$ cat config.mk
export PLATFORM = sky130hd
export DESIGN_NAME = flag_cond_resolver
export DESIGN_NICKNAME = d
export VERILOG_FILES = /design/src/rtl/flag_cond_resolver.sv
export SDC_FILE = /design/constraint.sdc
export NUM_CORES = 1
export LEC_CHECK = 0
export ABC_AREA = 1
export CAP_MARGIN = 0
export CORE_ASPECT_RATIO = 1.25
export CORE_UTILIZATION = 49
export CTS_CLUSTER_DIAMETER = 30
export DETAILED_ROUTE_END_ITERATION = 6
export PLACE_DENSITY = 0.8
export SLEW_MARGIN = 20
export SYNTH_ARGS = -nofsm -noshare
export SYNTH_HDL_FRONTEND = slang
export SYNTH_SLANG_ARGS = --single-unit
$ cat constraint.sdc
create_clock -name clk -period 2.9 [get_ports clk]
set_input_delay 0.58 -clock clk [delete_from_list [all_inputs] [get_ports clk]]
set_output_delay 0.58 -clock clk [all_outputs]
set_load 0.01 [all_outputs]
$ cat src/rtl/flag_cond_resolver.sv
// flag_cond_resolver: resolves B.cond / CBZ in decode against the NZCV flags.
// A B.cond behind a flag-setting EX instruction interlocks for one cycle
// instead of bypassing. The decision is registered as a one-cycle pulse,
// and resolved and taken branches are counted.
module flag_cond_resolver #(
  parameter int CNT_W = 16
) (
  input  logic             clk,
  input  logic             rst,
  input  logic [3:0]       flags_q,
  input  logic             ex_setflags,
  input  logic             dec_valid,
  input  logic             dec_is_bcond,
  input  logic             dec_is_cbz,
  input  logic [3:0]       dec_cond,
  input  logic             dec_zero,
  input  logic             flush,
  output logic             stall,
  output logic             br_valid,
  output logic             br_taken,
  output logic [CNT_W-1:0] br_count,
  output logic [CNT_W-1:0] taken_count
);

  typedef enum logic {
    IDLE = 1'b0,
    WAIT = 1'b1
  } state_t;

  state_t           state_q, state_d;
  logic [3:0]       cond_hold_q, cond_hold_d;
  logic             br_valid_q, br_valid_d;
  logic             br_taken_q, br_taken_d;
  logic [CNT_W-1:0] br_count_q, br_count_d;
  logic [CNT_W-1:0] taken_count_q, taken_count_d;
  logic             stall_c;
  logic             resolve;
  logic             taken;

  // Condition-code evaluation; flags are {N,Z,C,V}.
  function automatic logic cond_eval(input logic [3:0] c, input logic [3:0] f);
    logic n, z, cy, v;
    n  = f[3];
    z  = f[2];
    cy = f[1];
    v  = f[0];
    case (c)
      4'b0000: cond_eval = z;
      4'b0001: cond_eval = !z;
      4'b0010: cond_eval = cy;
      4'b0011: cond_eval = !cy;
      4'b0100: cond_eval = n;
      4'b0101: cond_eval = !n;
      4'b0110: cond_eval = v;
      4'b0111: cond_eval = !v;
      4'b1000: cond_eval = cy && !z;
      4'b1001: cond_eval = !cy || z;
      4'b1010: cond_eval = (n == v);
      4'b1011: cond_eval = (n != v);
      4'b1100: cond_eval = !z && (n == v);
      4'b1101: cond_eval = z || (n != v);
      default: cond_eval = 1'b1;
    endcase
  endfunction

  // Next-state, interlock and resolve decision.
  always_comb begin
    state_d     = state_q;
    cond_hold_d = cond_hold_q;
    stall_c     = 1'b0;
    resolve     = 1'b0;
    taken       = 1'b0;
    case (state_q)
      IDLE: begin
        if (dec_valid && !flush && (dec_is_bcond || dec_is_cbz)) begin
          if (dec_is_cbz) begin
            resolve = 1'b1;
            taken   = dec_zero;
          end else if (ex_setflags) begin
            stall_c     = 1'b1;
            cond_hold_d = dec_cond;
            state_d     = WAIT;
          end else begin
            resolve = 1'b1;
            taken   = cond_eval(dec_cond, flags_q);
          end
        end
      end
      WAIT: begin
        state_d = IDLE;
        if (!flush) begin
          resolve = 1'b1;
          taken   = cond_eval(cond_hold_q, flags_q);
        end
      end
      default: state_d = IDLE;
    endcase
  end

  // Registered result and statistics updates.
  always_comb begin
    br_valid_d    = resolve;
    br_taken_d    = resolve && taken;
    br_count_d    = br_count_q + {{(CNT_W-1){1'b0}}, resolve};
    taken_count_d = taken_count_q + {{(CNT_W-1){1'b0}}, resolve && taken};
  end

  // State and output registers with synchronous reset.
  always_ff @(posedge clk) begin
    if (rst) begin
      state_q       <= IDLE;
      cond_hold_q   <= '0;
      br_valid_q    <= 1'b0;
      br_taken_q    <= 1'b0;
      br_count_q    <= '0;
      taken_count_q <= '0;
    end else begin
      state_q       <= state_d;
      cond_hold_q   <= cond_hold_d;
      br_valid_q    <= br_valid_d;
      br_taken_q    <= br_taken_d;
      br_count_q    <= br_count_d;
      taken_count_q <= taken_count_d;
    end
  end

  assign stall       = stall_c && !rst;
  assign br_valid    = br_valid_q;
  assign br_taken    = br_taken_q;
  assign br_count    = br_count_q;
  assign taken_count = taken_count_q;

endmodule

Word level (Yosys, flattened, before mapping):

Index checks and enable logic that the tools add are counted.

* input port bits: 16
* register bits: 39
* word-level logic and storage cells: 73

* reductions and logical operators: 18
* add/sub/neg operators: 2
* equal/unequal tests: 28
* multiplexer cells: 17
* bitwise logic cells: 2

Operators with widths (count)
* $eq 4x4->1 const B: 12
* $add 16x1->16: 2
* $eq 4x3->1 const B: 8
* $pmux 1 s14: 2
* $eq 4x2->1 const B: 4
* $mux 1: 12
* $eq 4x1->1 const B: 2
* $logic_not 4->1: 2
* $logic_and 1x1->1: 6
* $logic_not 1->1: 6
* $pmux 1 s2: 3
* $reduce_and 4->1: 1
* $logic_or 1x1->1: 3
* $not 1->1: 2
* $eq 1x1->1: 1
* $ne 1x1->1: 1

Logic depth before layout (Yosys ltp):

* depth after elaboration: 9
* mapped depth: 24
* mapped depth without buffers: 24

Worst setup path after synthesis:

OpenSTA, ideal clock, no wires.

* kind: input to register
* from: input port dec_cond[0]
* to: register taken_count_q[12] (netlist: taken_count[12])
* cell stages on the path: 24
* data arrival time: 2.568 ns
* slack: 0.215 ns
* buffers on the path: 0
* library setup time: 0.116 ns
* data required time: 2.784 ns
* path through: inv_1 > nand2_1 > nor2_1 > nand2_1 > nand2_1 > nor2_1 > nand3_1 > nand2_1 > nand2_1 > nand2_1 > nand2_1 > nand2_1 > inv_1 > ha_1 > ha_1 > nand2_1 > nor2_2 > nand2_1 > nor2_2 > nand3_2 > nor3_4 > nand3_2 > o21ai_1 > a21oi_1

* word-level cells in the longest chain between the ends: 8
* elaborated cells on any way between the ends: 21

Ends and longest elaborated chain
* start: declaration: line 15 `input logic [3:0] dec_cond,`
* $eq 4x4->1, or another cell as far along: line 47 `case (c)`
* $pmux 1 s14 *: line 47
* $mux 1 *: line 79 `end else if (ex_setflags) begin`
* $mux 1 *: line 76 `if (dec_is_cbz) begin`
* $mux 1 *: line 75 `if (dec_valid && !flush && (dec_is_bcond || dec_is_cbz)) begin`
* $pmux 1 s2 *: line 73 `case (state_q)`
* $logic_and 1x1->1 *
* named net br_taken_d: line 33 `logic br_taken_q, br_taken_d;`
* $add 16x1->16 *: line 105 `taken_count_d = taken_count_q + {{(CNT_W-1){1'b0}}, resolve && taken};`
* end signal: assignment: line 123 `taken_count_q <= taken_count_d;`
* end: declaration: line 35 `logic [CNT_W-1:0] taken_count_q, taken_count_d;`

The timed path passes the listed nets; every way through them passes the cells marked *.
A chain may end at the register's enable or synchronous reset.

Worst setup path in the final report:

* from: input port dec_is_cbz
* to: register taken_count_q[14] (netlist: taken_count[14])

* word-level cells in the longest chain between the ends: 6
* elaborated cells on any way between the ends: 10

Ends and longest elaborated chain
* start: declaration: line 14 `input logic dec_is_cbz,`
* $logic_or 1x1->1: line 75
* $logic_and 1x1->1: line 75
* $mux 1: line 75
* $pmux 1 s2: line 73
* $logic_and 1x1->1 *
* named net br_taken_d: line 33
* $add 16x1->16 *: line 105

Marked as above.

==> reports/results.tsv <==
metric	value	unit
ys_types	23	
numCtsBuffers	5	
maxCapViolCount	0	
cts.path.max_buffers	2	
whs	0.480	ns
avgSynthCellArea	6.70	µm²
max_freq	366	MHz
gr-usage-met2	44.6	%
finalMaxSlewViolations	0	
cts_tree	yes	
antenna_found_initial	0	
end_kind	flip-flop	
die_w	59.2	µm
clock_skew	0.00902	ns
grt_start_max_net_pins	22	
use_met1	26.5	%
insertion_delay	0.29	ns
rr_startpoint	cond_hold_q[2]	
cp.required	3.09	ns
die-area	4350	µm²
setup_viol_count_final	0	
detail-route-antenna-nets	0	
setup_tns	0	ns
num_rows	25	
grt.busiest_layer	met2	
core	3850	µm²
holdCritStartpoint	taken_count[13]	
clockRootBuffer	clkbuf_8	
syn_to_final_growth	47.3	%
track_usage	24.4	%
power_frac_clock	38.3	%
met3_usage	5.63	%
p_total	1080	µW
ys_seq_elements	39	
wl_per_cell	11.2	µm
path_clk_slew	0.08	ns
drive_above_1_share	21.8	%
firstDrtPassIters	4	
viasPerCell	4.90	
seq_power_share	50.4	%
ctsHoldBuffers	0	
syn_inst	299	
finalWirelength	4.93	mm
min_path_cells	2	
vias	2157	
tightestPinTransition	0.629	ns
grt-ovfl-total	0	
max_slew_margin	58.0	%
yosysWarnings	0	
start_util	52.0	%
layout_min_cycle_time	2.73	ns
vdd_drop_max	280	µV
syn_area	2000	µm²
critPathMaxFanout	3	
criticalPathCategory	primary input to flip-flop	
hold_violations	0	
dpl.hpwl	3.48	mm
ioPinCount	51	
clock_sinks	39	
critPathLaunch	dec_is_cbz	
leakagePower	0.00125	µW
p_switching	268	µW
htree_levels	2	
antenna_cells	0	
drcViolationCount	0	
period_share	94.2	%
hold_path_class	flip-flop to flip-flop	
syn_nets	319	
drtIter0Drc	146	
grt_pass1_wl	8.06	mm
first_global_vias	1960	
rr_worst_depth	22	
portBuffers	50	
status	completed	
worstPathArrival	2.92	ns
fp.dieH	73.5	µm
pwr-share-comb	11.3	%
p_per_area	367	nW/µm²
worstSetupStartpointType	primary input	
power.share.switching	24.8	%
yosysSeqAreaShare	39.0	%
fin_nets	405	
intPower	813	µW
place.gp.congestion	0.883	
flip-flops by register name (all words and copies together) (netlist names):
register and cells:
cond_hold_q 4, br_taken 1, br_valid 1, state_q 1, br_count 16, taken_count 16
layer usage:
layer | routed length [µm] | vias up | share of wire, %
met5 | 0 | - | 0
met4 | 106 | 0 | 2.1
met3 | 175 | 10 | 3.5
met2 | 2560 | 45 | 52
met1 | 2090 | 976 | 42
li1 | - | 1126 | -
cells in the mapped netlist (all sizes together):
library cell  instances  area [µm²]
nand2                71         269
nor2                 50         200
inv                  43         161
dfxtp                39         781
nand3                25         145
a21oi                23         115
o21ai                19        95.1
nor3                  6        52.6
clkbuf                4        15.0
ha                    4        50.1
nand3b                3        22.5
nand4                 3        18.8
nor3b                 2        20.0
o21a                  2        15.0
xnor2                 2        17.5
xor2                  2        17.5
and3                  1        6.26
kinds of logic after synthesis:
logic type | after synthesis | synth area share (%)
adders and majority gates | 4 | 2.50
AOI/OAI and AO/OA | 44 | 11.2
DFF | 39 | 39.0
buffers and inverters | 47 | 8.81
and+or+nand+nor | 161 | 36.7
xor gates and xnor gates | 4 | 1.75
cell usage in the layout (no fill, tap or decap):
cell type        netlist  final
nand3_2                4      5
and3_1                 1      1
nand3_1               21     20
clkdlybuf4s50_1        0     41
inv_4                  0      2
clkbuf_8               0      7
inv_1                 43     35
xor2_1                 2      2
buf_2                  0      2
nor3_1                 4      3
nand4_1                3      3
o21ai_2                0      1
o21a_1                 2      2
nor3_2                 0      1
o21ai_1                1      3
clkbuf_2               0      5
inv_2                  0      6
a21oi_1               23     23
nor2_4                 0      2
nor3b_2                1      1
nor2_2                 5      6
dfxtp_1               39     39
nor3b_1                1      1
o21ai_0               18     15
ha_1                   4      2
buf_4                  0     34
nand2_1               70     64
nor3_4                 2      2
clkinvlp_4             0      1
ha_4                   0      2
xnor2_1                2      2
dlymetal6s2s_1         0      1
nor2_1                45     42
nand2_2                1      7
nand3b_1               3      3
power groups by stage:
stage | Sequential [µW] | Combinational, µW | Clock, µW
after CTS | 544 | 115 | 418
final | 544 | 122 | 414
after global placement | 556 | 111 | 0
after global routing | 545 | 137 | 445
after detailed placement | 556 | 114 | 0
after floorplan | 557 | 55.1 | 0
area by class of cell:
type | count | area [µm²]
multi-input cells | 213 | 1120
fillers | 310 | 900
flip-flops and latches | 39 | 781
repair buffers | 83 | 713
inverters | 43 | 166
clock buffers | 7 | 96.3
well taps | 54 | 67.6
clock inverters | 1 | 7.51
repair_timing:
action,4_1_cts,5_1_grt
setup endpoints to repair,9,8
resized for setup,30,33
pin swaps,11,13
buffers inserted,3,5
through the flow:
stage	cell area (µm²)	setup slack [ns]	util, %	cells
after floorplan	2000	0.215	-	299
after global placement	2740	-0.454	71.3	424
after detailed placement	2740	-0.547	71.3	424
after CTS	2890	0.00177	75.1	435
after global routing	2950	-0.0436	76.6	440
final	2950	0.167	76.6	440
worst max-delay path, cell delays in order:
cell and delay [ns]:
clkdlybuf4s50_1 0.42, buf_4 0.14, nor2_1 0.10, nand2_1 0.06, nand2_1 0.05, nand2_1 0.05, nand2_1 0.07, nand2_2 0.06
inv_2 0.06, ha_4 0.14, ha_4 0.13, nand2_2 0.06, nor2_2 0.12, nand2_1 0.06, nor2_2 0.13, nand3_2 0.12
nor3_4 0.25, buf_4 0.15, nand3_1 0.05, nand2_1 0.07, nor2_1 0.05
path summary, 6_finish.rpt:
check	to	slack [ns]
max	taken_count[14]	0.17
min	taken_count[13]	0.48
max reg2reg	taken_count[14]	0.32
min reg2reg	taken_count[13]	0.48
No activity file was read; power rests on OpenSTA's default activity.
